**config.mk**
```make
export PLATFORM = sky130hd
export DESIGN_NAME = ror_arbiter
export DESIGN_NICKNAME = d
export VERILOG_FILES = /design/src/rtl/ror_arbiter.sv
export SDC_FILE = /design/constraint.sdc
export NUM_CORES = 1
export LEC_CHECK = 0
export ABC_CLOCK_PERIOD_IN_PS = 2200
export CORE_MARGIN = 4
export CORE_UTILIZATION = 39
export CTS_CLUSTER_SIZE = 24
export DETAILED_ROUTE_END_ITERATION = 10
export GPL_TIMING_DRIVEN = 1
export PLACE_DENSITY = 0.8
export SETUP_SLACK_MARGIN = 0.15
export SLEW_MARGIN = 20
export SYNTH_ARGS = -nofsm -noshare
export SYNTH_HDL_FRONTEND = slang
export SYNTH_SLANG_ARGS = --single-unit
```
**constraint.sdc**
```tcl
create_clock -name clk -period 2.2 [get_ports clk]
set_clock_uncertainty 0.15 [all_clocks]
set_input_delay 0.44 -clock clk [delete_from_list [all_inputs] [get_ports clk]]
set_output_delay 0.44 -clock clk [all_outputs]
set_load 0.01 [all_outputs]
```
**src/rtl/ror_arbiter.sv**
```systemverilog
`timescale 1ns/1ps
// -----------------------------------------------------------------------------
// ror_arbiter
//
// Lets two requesters share one 16-bit rotate-right unit. The arbiter picks a
// winner round-robin and captures the winner's operand. Left rotates are
// turned into the equivalent right-rotate amount. The result from the shared
// rotator is held on a valid/ready response port. Only one operation is in
// flight at a time, so responses leave in acceptance order.
//
// Handshakes: a transfer happens on any rising edge where valid and ready are
// both 1. A requester holds valid and its fields stable until it sees ready.
// The response holds rsp_valid, rsp_data and rsp_id stable until rsp_ready.
// The arbiter's readys depend combinationally on the request valids. rsp_valid
// does not depend on rsp_ready.
//
// Ports:
//   clk, rst_n                 clock (rising edge), async active-low reset
//   reqN_valid / reqN_ready    request handshake for requester N (0 or 1)
//   reqN_data                  operand to rotate
//   reqN_shamt                 rotate amount (bit 4 has no effect)
//   reqN_left                  1 = rotate left, 0 = rotate right
//   rot_ain / rot_shamt        operand and right-rotate amount to the rotator
//   rot_aout                   combinational result from the rotator
//   rsp_valid / rsp_ready      response handshake
//   rsp_data / rsp_id          rotated result and the requester that issued it
//   ops_done                   completed responses, wraps modulo 2**CNT_W
//   dbg_state                  current FSM state (IDLE=0, EXEC=1, HOLD=2)
// -----------------------------------------------------------------------------
module ror_arbiter #(
  parameter int DATA_W  = 16,
  parameter int SHAMT_W = 5,
  parameter int CNT_W   = 8
) (
  input  logic               clk,
  input  logic               rst_n,
  input  logic               req0_valid,
  output logic               req0_ready,
  input  logic [DATA_W-1:0]  req0_data,
  input  logic [SHAMT_W-1:0] req0_shamt,
  input  logic               req0_left,
  input  logic               req1_valid,
  output logic               req1_ready,
  input  logic [DATA_W-1:0]  req1_data,
  input  logic [SHAMT_W-1:0] req1_shamt,
  input  logic               req1_left,
  output logic [DATA_W-1:0]  rot_ain,
  output logic [SHAMT_W-1:0] rot_shamt,
  input  logic [DATA_W-1:0]  rot_aout,
  output logic               rsp_valid,
  input  logic               rsp_ready,
  output logic [DATA_W-1:0]  rsp_data,
  output logic               rsp_id,
  output logic [CNT_W-1:0]   ops_done,
  output logic [1:0]         dbg_state
);

  typedef enum logic [1:0] {
    IDLE = 2'd0,
    EXEC = 2'd1,
    HOLD = 2'd2
  } state_e;

  state_e             state_q,      state_d;
  logic               last_grant_q, last_grant_d;
  logic [DATA_W-1:0]  cap_data_q,   cap_data_d;
  logic [SHAMT_W-1:0] cap_shamt_q,  cap_shamt_d;
  logic               cap_id_q,     cap_id_d;
  logic               rsp_valid_q,  rsp_valid_d;
  logic [DATA_W-1:0]  rsp_data_q,   rsp_data_d;
  logic               rsp_id_q,     rsp_id_d;
  logic [CNT_W-1:0]   ops_done_q,   ops_done_d;

  logic               any_valid;
  logic               grant;
  logic [DATA_W-1:0]  sel_data;
  logic [SHAMT_W-1:0] sel_shamt;
  logic               sel_left;
  logic [3:0]         sel_amt;
  logic [3:0]         eff_amt;

  // Arbitration and amount conversion for the requester that would win now.
  always_comb begin
    any_valid = req0_valid | req1_valid;
    grant     = 1'b0;
    if (req0_valid && req1_valid) begin
      // On a tie, the requester that did not win last time wins now.
      grant = ~last_grant_q;
    end else begin
      grant = req1_valid;
    end
    sel_data  = grant ? req1_data  : req0_data;
    sel_shamt = grant ? req1_shamt : req0_shamt;
    sel_left  = grant ? req1_left  : req0_left;
    // Only the low 4 bits matter for a 16-bit rotate. A left rotate by k is a
    // right rotate by (16 - k) mod 16, which is 0 - k in 4-bit arithmetic.
    sel_amt   = sel_shamt[3:0];
    eff_amt   = sel_left ? (4'd0 - sel_amt) : sel_amt;
  end

  assign req0_ready = (state_q == IDLE) & req0_valid & ~grant;
  assign req1_ready = (state_q == IDLE) & req1_valid &  grant;

  // Next-state logic
  always_comb begin
    state_d      = state_q;
    last_grant_d = last_grant_q;
    cap_data_d   = cap_data_q;
    cap_shamt_d  = cap_shamt_q;
    cap_id_d     = cap_id_q;
    rsp_valid_d  = rsp_valid_q;
    rsp_data_d   = rsp_data_q;
    rsp_id_d     = rsp_id_q;
    ops_done_d   = ops_done_q;

    case (state_q)
      IDLE: begin
        if (any_valid) begin
          cap_data_d   = sel_data;
          cap_shamt_d  = {{(SHAMT_W-4){1'b0}}, eff_amt};
          cap_id_d     = grant;
          last_grant_d = grant;
          state_d      = EXEC;
        end
      end
      EXEC: begin
        // The rotator is combinational. Its output for the captured operands
        // is ready within this cycle.
        rsp_data_d  = rot_aout;
        rsp_id_d    = cap_id_q;
        rsp_valid_d = 1'b1;
        state_d     = HOLD;
      end
      HOLD: begin
        if (rsp_ready) begin
          rsp_valid_d = 1'b0;
          ops_done_d  = ops_done_q + CNT_W'(1);
          state_d     = IDLE;
        end
      end
      default: begin
        state_d = IDLE;
      end
    endcase
  end

  always_ff @(posedge clk or negedge rst_n) begin
    if (!rst_n) begin
      state_q      <= IDLE;
      last_grant_q <= 1'b1;
      cap_data_q   <= '0;
      cap_shamt_q  <= '0;
      cap_id_q     <= 1'b0;
      rsp_valid_q  <= 1'b0;
      rsp_data_q   <= '0;
      rsp_id_q     <= 1'b0;
      ops_done_q   <= '0;
    end else begin
      state_q      <= state_d;
      last_grant_q <= last_grant_d;
      cap_data_q   <= cap_data_d;
      cap_shamt_q  <= cap_shamt_d;
      cap_id_q     <= cap_id_d;
      rsp_valid_q  <= rsp_valid_d;
      rsp_data_q   <= rsp_data_d;
      rsp_id_q     <= rsp_id_d;
      ops_done_q   <= ops_done_d;
    end
  end

  // The captured registers drive the rotator all the time. Their values only
  // matter during EXEC.
  assign rot_ain   = cap_data_q;
  assign rot_shamt = cap_shamt_q;
  assign rsp_valid = rsp_valid_q;
  assign rsp_data  = rsp_data_q;
  assign rsp_id    = rsp_id_q;
  assign ops_done  = ops_done_q;
  assign dbg_state = state_q;

endmodule

```
## Word level (Yosys, flattened, before mapping)

Cells that the tools add are included.

- Register bits: 50
- Input bits: 65
- Logic and storage cells: 39
- Output and inout port bits: 51

- Equal/unequal tests: 4
- Multiplexer cells: 10
- Reduce and logical (&&, ||, !) cells: 7
- Add/sub/neg operators: 2
- Bitwise operators: 7

Operators by type and width:

| cell | count |
|---|---|
| 16-bit 2-to-1 mux | 1 |
| 8-bit by 1-bit adder with 8-bit output (second input constant) | 1 |
| 4-bit 2-to-1 mux | 2 |
| 2-bit AND reduction | 4 |
| 2-bit one-hot mux with 3 select lines | 1 |
| 1-bit AND | 4 |
| 2-bit 2-to-1 mux | 2 |
| 2-bit != test (second input constant) | 2 |
| 1-bit by 4-bit subtractor with 4-bit output (first input constant) | 1 |
| 1-bit 2-to-1 mux | 3 |
| 2-bit by 1-bit == test with 1-bit output (second input constant) | 1 |
| 2-bit == test (second input constant) | 1 |
| 2-bit logical NOT | 1 |
| 1-bit NOT | 2 |
| 1-bit one-hot mux with 2 select lines | 1 |
| 2-bit nonzero test | 1 |
| 1-bit logical AND | 1 |
| 1-bit bitwise OR | 1 |

## Longest topological paths before layout

- Depth in word-level cells: 5
- Gate-level depth with buffers: 7
- Mapped depth without buffers: 6

## Worst setup path before layout

No wires, ideal clock.

- Path kind: input port to flip-flop
- Start: input port req1_valid
- End: register cap_shamt_q[2] (netlist: rot_shamt[2])
- Setup time: 0.069 ns
- Path buffers: 1
- Arrival: 1.777 ns
- Stages: 6
- Setup slack: 0.204 ns
- Required time: 1.981 ns
- Cells stage by stage: a21boi_4 -> buf_4 -> mux2i_1 -> ha_1 -> or4_1 -> nand3_1

- Word-level cells in the longest chain between the ends: 5
- Elaborated cells between the ends (all ways): 8
- Those cells by class: add/sub (1); mux (4); bitwise (1); reduce/logical (2)

Ends and longest elaborated chain:

| element | line | RTL |
|---|---|---|
| from (decl) | 42 | `input logic req1_valid,` |
| 1-bit logical AND | 86 | `if (req0_valid && req1_valid) begin` |
| 1-bit 2-to-1 mux | 86 |  |
| 4-bit 2-to-1 mux | 93 | `sel_shamt = grant ? req1_shamt : req0_shamt;` |
| 1-bit by 4-bit subtractor with 4-bit output | 98 | `eff_amt = sel_left ? (4'd0 - sel_amt) : sel_amt;` |
| 4-bit 2-to-1 mux | 98 |  |
| to (signal assigned) | 162 | `cap_shamt_q <= cap_shamt_d;` |
| to (decl) | 67 | `logic [SHAMT_W-1:0] cap_shamt_q, cap_shamt_d;` |

Several ways; a longest one is shown, not always the timed one.
A chain may end at the register's enable or synchronous reset.

## Worst setup path after layout

- Start: register state_q[1] (netlist: dbg_state[1])
- End: output port dbg_state[1]

RTL lines:

| element | line | RTL |
|---|---|---|
| from (decl) | 64 | `state_e state_q, state_d;` |
| from (signal assigned) | 159 | `state_q <= state_d;` |
| to (decl) | 55 | `output logic [1:0] dbg_state` |

No word-level cell between the ends.

==> run summary <==
Outcome: complete, no violations
Leakage power: 0.00158 uW
Worst-path cell with the longest stage delay: clkdlybuf4s50_1
Worst-case reg-to-reg path depth: 6
Kind of critical path: flop to output pin
Dominant cells by area after synthesis: dfrtp_1, mux2_2, mux2i_1, nand2_1, o21ai_0
Vias after detailed routing: 1797
Number of setup violations in the final report: 0
Internal cell power: 2900 uW
Final-report hold violation count: 0
Largest net degree at the start of global routing: 26
Core area: 5510 sq um
Area added between synthesis and finish: 64.4%
Unique cell type count in the Yosys netlist: 28
Global router's overall resource usage: 16.4%
I/O pin cnt: 116
Synthesized instance count: 182
Count of input and output buffers: 112
Chip Height: 83.1 um
Required time reported for the critical path endpoint: 1.61 ns
Detailed-routing iteration count for the pre-antenna-repair pass: 3
Switching power of the nets: 1420 uW
Largest incremental delay on the critical path: 0.54 ns
Number of filler cells placed in the layout: 451
Highest ir drop seen on vdd: 0.000756 V
DRT iter0 DRCs: 47
Power per standard cell area: 1190 nW/um^2
Sequential standard cell area: 1250 sq um
Portion of total power attributed to sequential cells: 37.5%
Total global routing overflow: 0
Worst slack at placement: -0.285 ns
Clock Sinks: 50
Min-delay worst type: flop to flop
Max-slew violations: 0
TritonCTS clock tree: yes
Diodes inserted: 0
Biggest fanout along the worst timing path: 5
Final critical path time including I/O delays and setup: 1.98 ns
Global-route wire length before repair: 9290 um
RSZ-0062 raised after global routing: yes
Max-cap check violation count: 0
Total half-perimeter wirelength after legalization and detailed placement: 4380 um
Initial core utilization: 40.0%
Clock latency on the worst-skew pair: 0.30 ns
TritonCTS Buffers: 5
DRT antenna net count: 0
Kind of end point of the critical path: output pin
Overall die area: 6910 sq um
Non-filler instance count after layout: 384
Final worst setup slack: 0.216 ns
Switching share of power: 32.9%
Total number of H-tree levels: 2
Vias per Instance: 4.68
Share of the synthesized area in the top cell type: 55.7%
Clock root buffer master: clkbuf_8
Initial antenna violation count: 0
Fraction of final layout cells with drive strength greater than 1: 18.9%
Maximum clock path buffer count: 2
Count of standard-cell rows: 27
Type of element launching the critical path: flop
Cells on Worst Hold Path: 2
Combinational fraction of design power: 50.6%
Crit share post-route: 90.2%
Wire length per cell after detailed routing: 13.9 um
Synth Net Count: 249
Slew headroom: 64.8%
Clock network power share: 11.9%
DRC violation count after routing: 0
Die extent in x: 83.1 um
Slew at the pin closest to its max-slew limit: 0.529 ns
Final-stage net count: 378
Sequential element share of the synthesized area: 56.9%
Average size of a mapped cell: 12.1 sq um
Worst-path cell chain: buf_4 -> clkdlybuf4s50_1
Global placer's final weighted congestion: 0.758
Clock-pin slew of the registers on the worst-case setup and hold paths: 0.09 ns
Data arrival at the endpoint of the critical path: 1.39 ns
Placed insts: 374
DRT Wirelength: 5340 um
Summed instance area of the synthesized netlist: 2200 sq um
Total design power: 4320 uW
Cell accounting for the most synthesized area: dfrtp_1
F_max: 504 MHz
Number of global-route vias before repair: 1944
YS warnings: 0
Number of synthesized register bits: 50
Multi-input gate area: 922 sq um
[worst paths after layout]
| kind | from | end | slack (ns) |
|---|---|---|---|
| max | dbg_state[1] | dbg_state[1] | 0.22 |
| min | rot_ain[10] | rot_ain[10] | 0.33 |
| max reg2reg | last_grant_q | rot_shamt[3] | 0.26 |
| min reg2reg | rot_ain[10] | rot_ain[10] | 0.33 |
| max in group asynchronous | rst_n | ops_done[7] | 0.81 |
| min in group asynchronous | rst_n | rsp_data[1] | 0.50 |
[through the flow]
stage                     instance area [sq um]  utilization [%]  hold WS, ns  setup TNS [ns]
after floorplan                            2200                -     -0.00559               0
after global placement                     3490             63.4        0.301           -1.13
after detailed placement                   3490             63.4        0.304           -1.29
after CTS                                  3620             65.7        0.339               0
after global routing                       3620             65.8        0.364               0
final                                      3620             65.8        0.330               0
[sequential cells by signal, indices dropped and copies added (netlist names)]
signal,flops
last_grant_q,1
rsp_id,1
rot_shamt,4
ops_done,8
rsp_data,16
dbg_state,2
rot_ain,16
cap_id_q,1
rsp_valid,1
[critical path: cells and delay by family, from the launching register on]
family	cells	cell delay, ns
DFF	1	0.41
buffers and inverters	2	0.69
[Yosys cell counts]
cell type / n
a21boi_4: 1
a21o_1: 3
and2_1: 1
and3_1: 2
and3b_1: 1
buf_2: 4
buf_4: 3
clkbuf_1: 2
conb_1: 1
dfrtp_1: 49
dfstp_2: 1
ha_1: 2
inv_1: 2
mux2_2: 21
mux2i_1: 20
nand2_1: 26
nand3_1: 1
nand3b_1: 1
nand4_1: 4
nor2_1: 3
nor2b_1: 1
nor3_1: 2
nor3b_1: 1
o211ai_1: 2
o21ai_0: 18
or2_2: 1
or4_1: 2
xnor2_1: 7
[power groups by stage]
stage               Clock (uW)  Combinational, uW  Sequential [uW]
floorplan                    0                776             1800
global placement             0               2160             1610
detailed placement           0               2200             1630
CTS                        538               2220             1620
global route               581               2380             1690
finish                     514               2190             1620
[layer usage]
metal,track usage [%],vias to the layer above,part of all wire (%),wire length (um)
li1,-,888,-,-
met2,28.6,65,51,2710
met4,4.61,0,1.3,70
met5,0,-,0,0
met1,19.6,838,42,2220
met3,4.76,6,6.2,332
[layout by cell type, fill, tap and decap left out, types with 2 or more instances in the layout]
cell               n
o21ai_0           17
inv_1              2
nor3_1             2
nand2_1           26
mux2i_2            2
and3_1             2
a21o_1             3
mux2i_1           18
nor2_1             2
o211ai_1           2
nand4_1            4
dlygate4sd2_1      2
dfrtp_1           49
clkdlybuf4s50_1  107
buf_4             16
clkbuf_8           5
or4_1              2
mux2_2            20
buf_6              2
xnor2_1            7
[what timing repair did]
item,CTS,global route
endpoints found under the hold margin,22,0
setup buffers,1,0
pin swaps,3,0
resized for setup,14,3
hold buffers,1,0
endpoints found under the setup margin,5,2
[layout make-up]
cell class / instances / share of cell area (%)
clock buffers: 6 / 2.00
clock inverters: 2 / 0.380
inverters: 2 / 0.207
multi-input cells: 121 / 25.5
flip-flops and latches: 50 / 34.6
repair buffers: 131 / 34.9
well taps: 72 / 2.49
[kinds of logic (layout without fill, tap and decap cells)]
| kind of cell | count (synthesis) | in the layout | synth area share, % |
|---|---|---|---|
| multiplexers | 41 | 41 | 19.8 |
| adder cells (fa/ha/maj) | 2 | 2 | 1.14 |
| AO/OA/AOI/OAI | 24 | 24 | 6.65 |
| buffers and inverters | 11 | 141 | 2.61 |
| other | 1 | 1 | 0.170 |
| XOR/XNOR | 7 | 7 | 2.78 |
| AND/OR/NAND/NOR | 46 | 46 | 9.94 |
| flip-flops | 50 | 50 | 56.9 |
No activity file was read; power rests on OpenSTA's default activity.
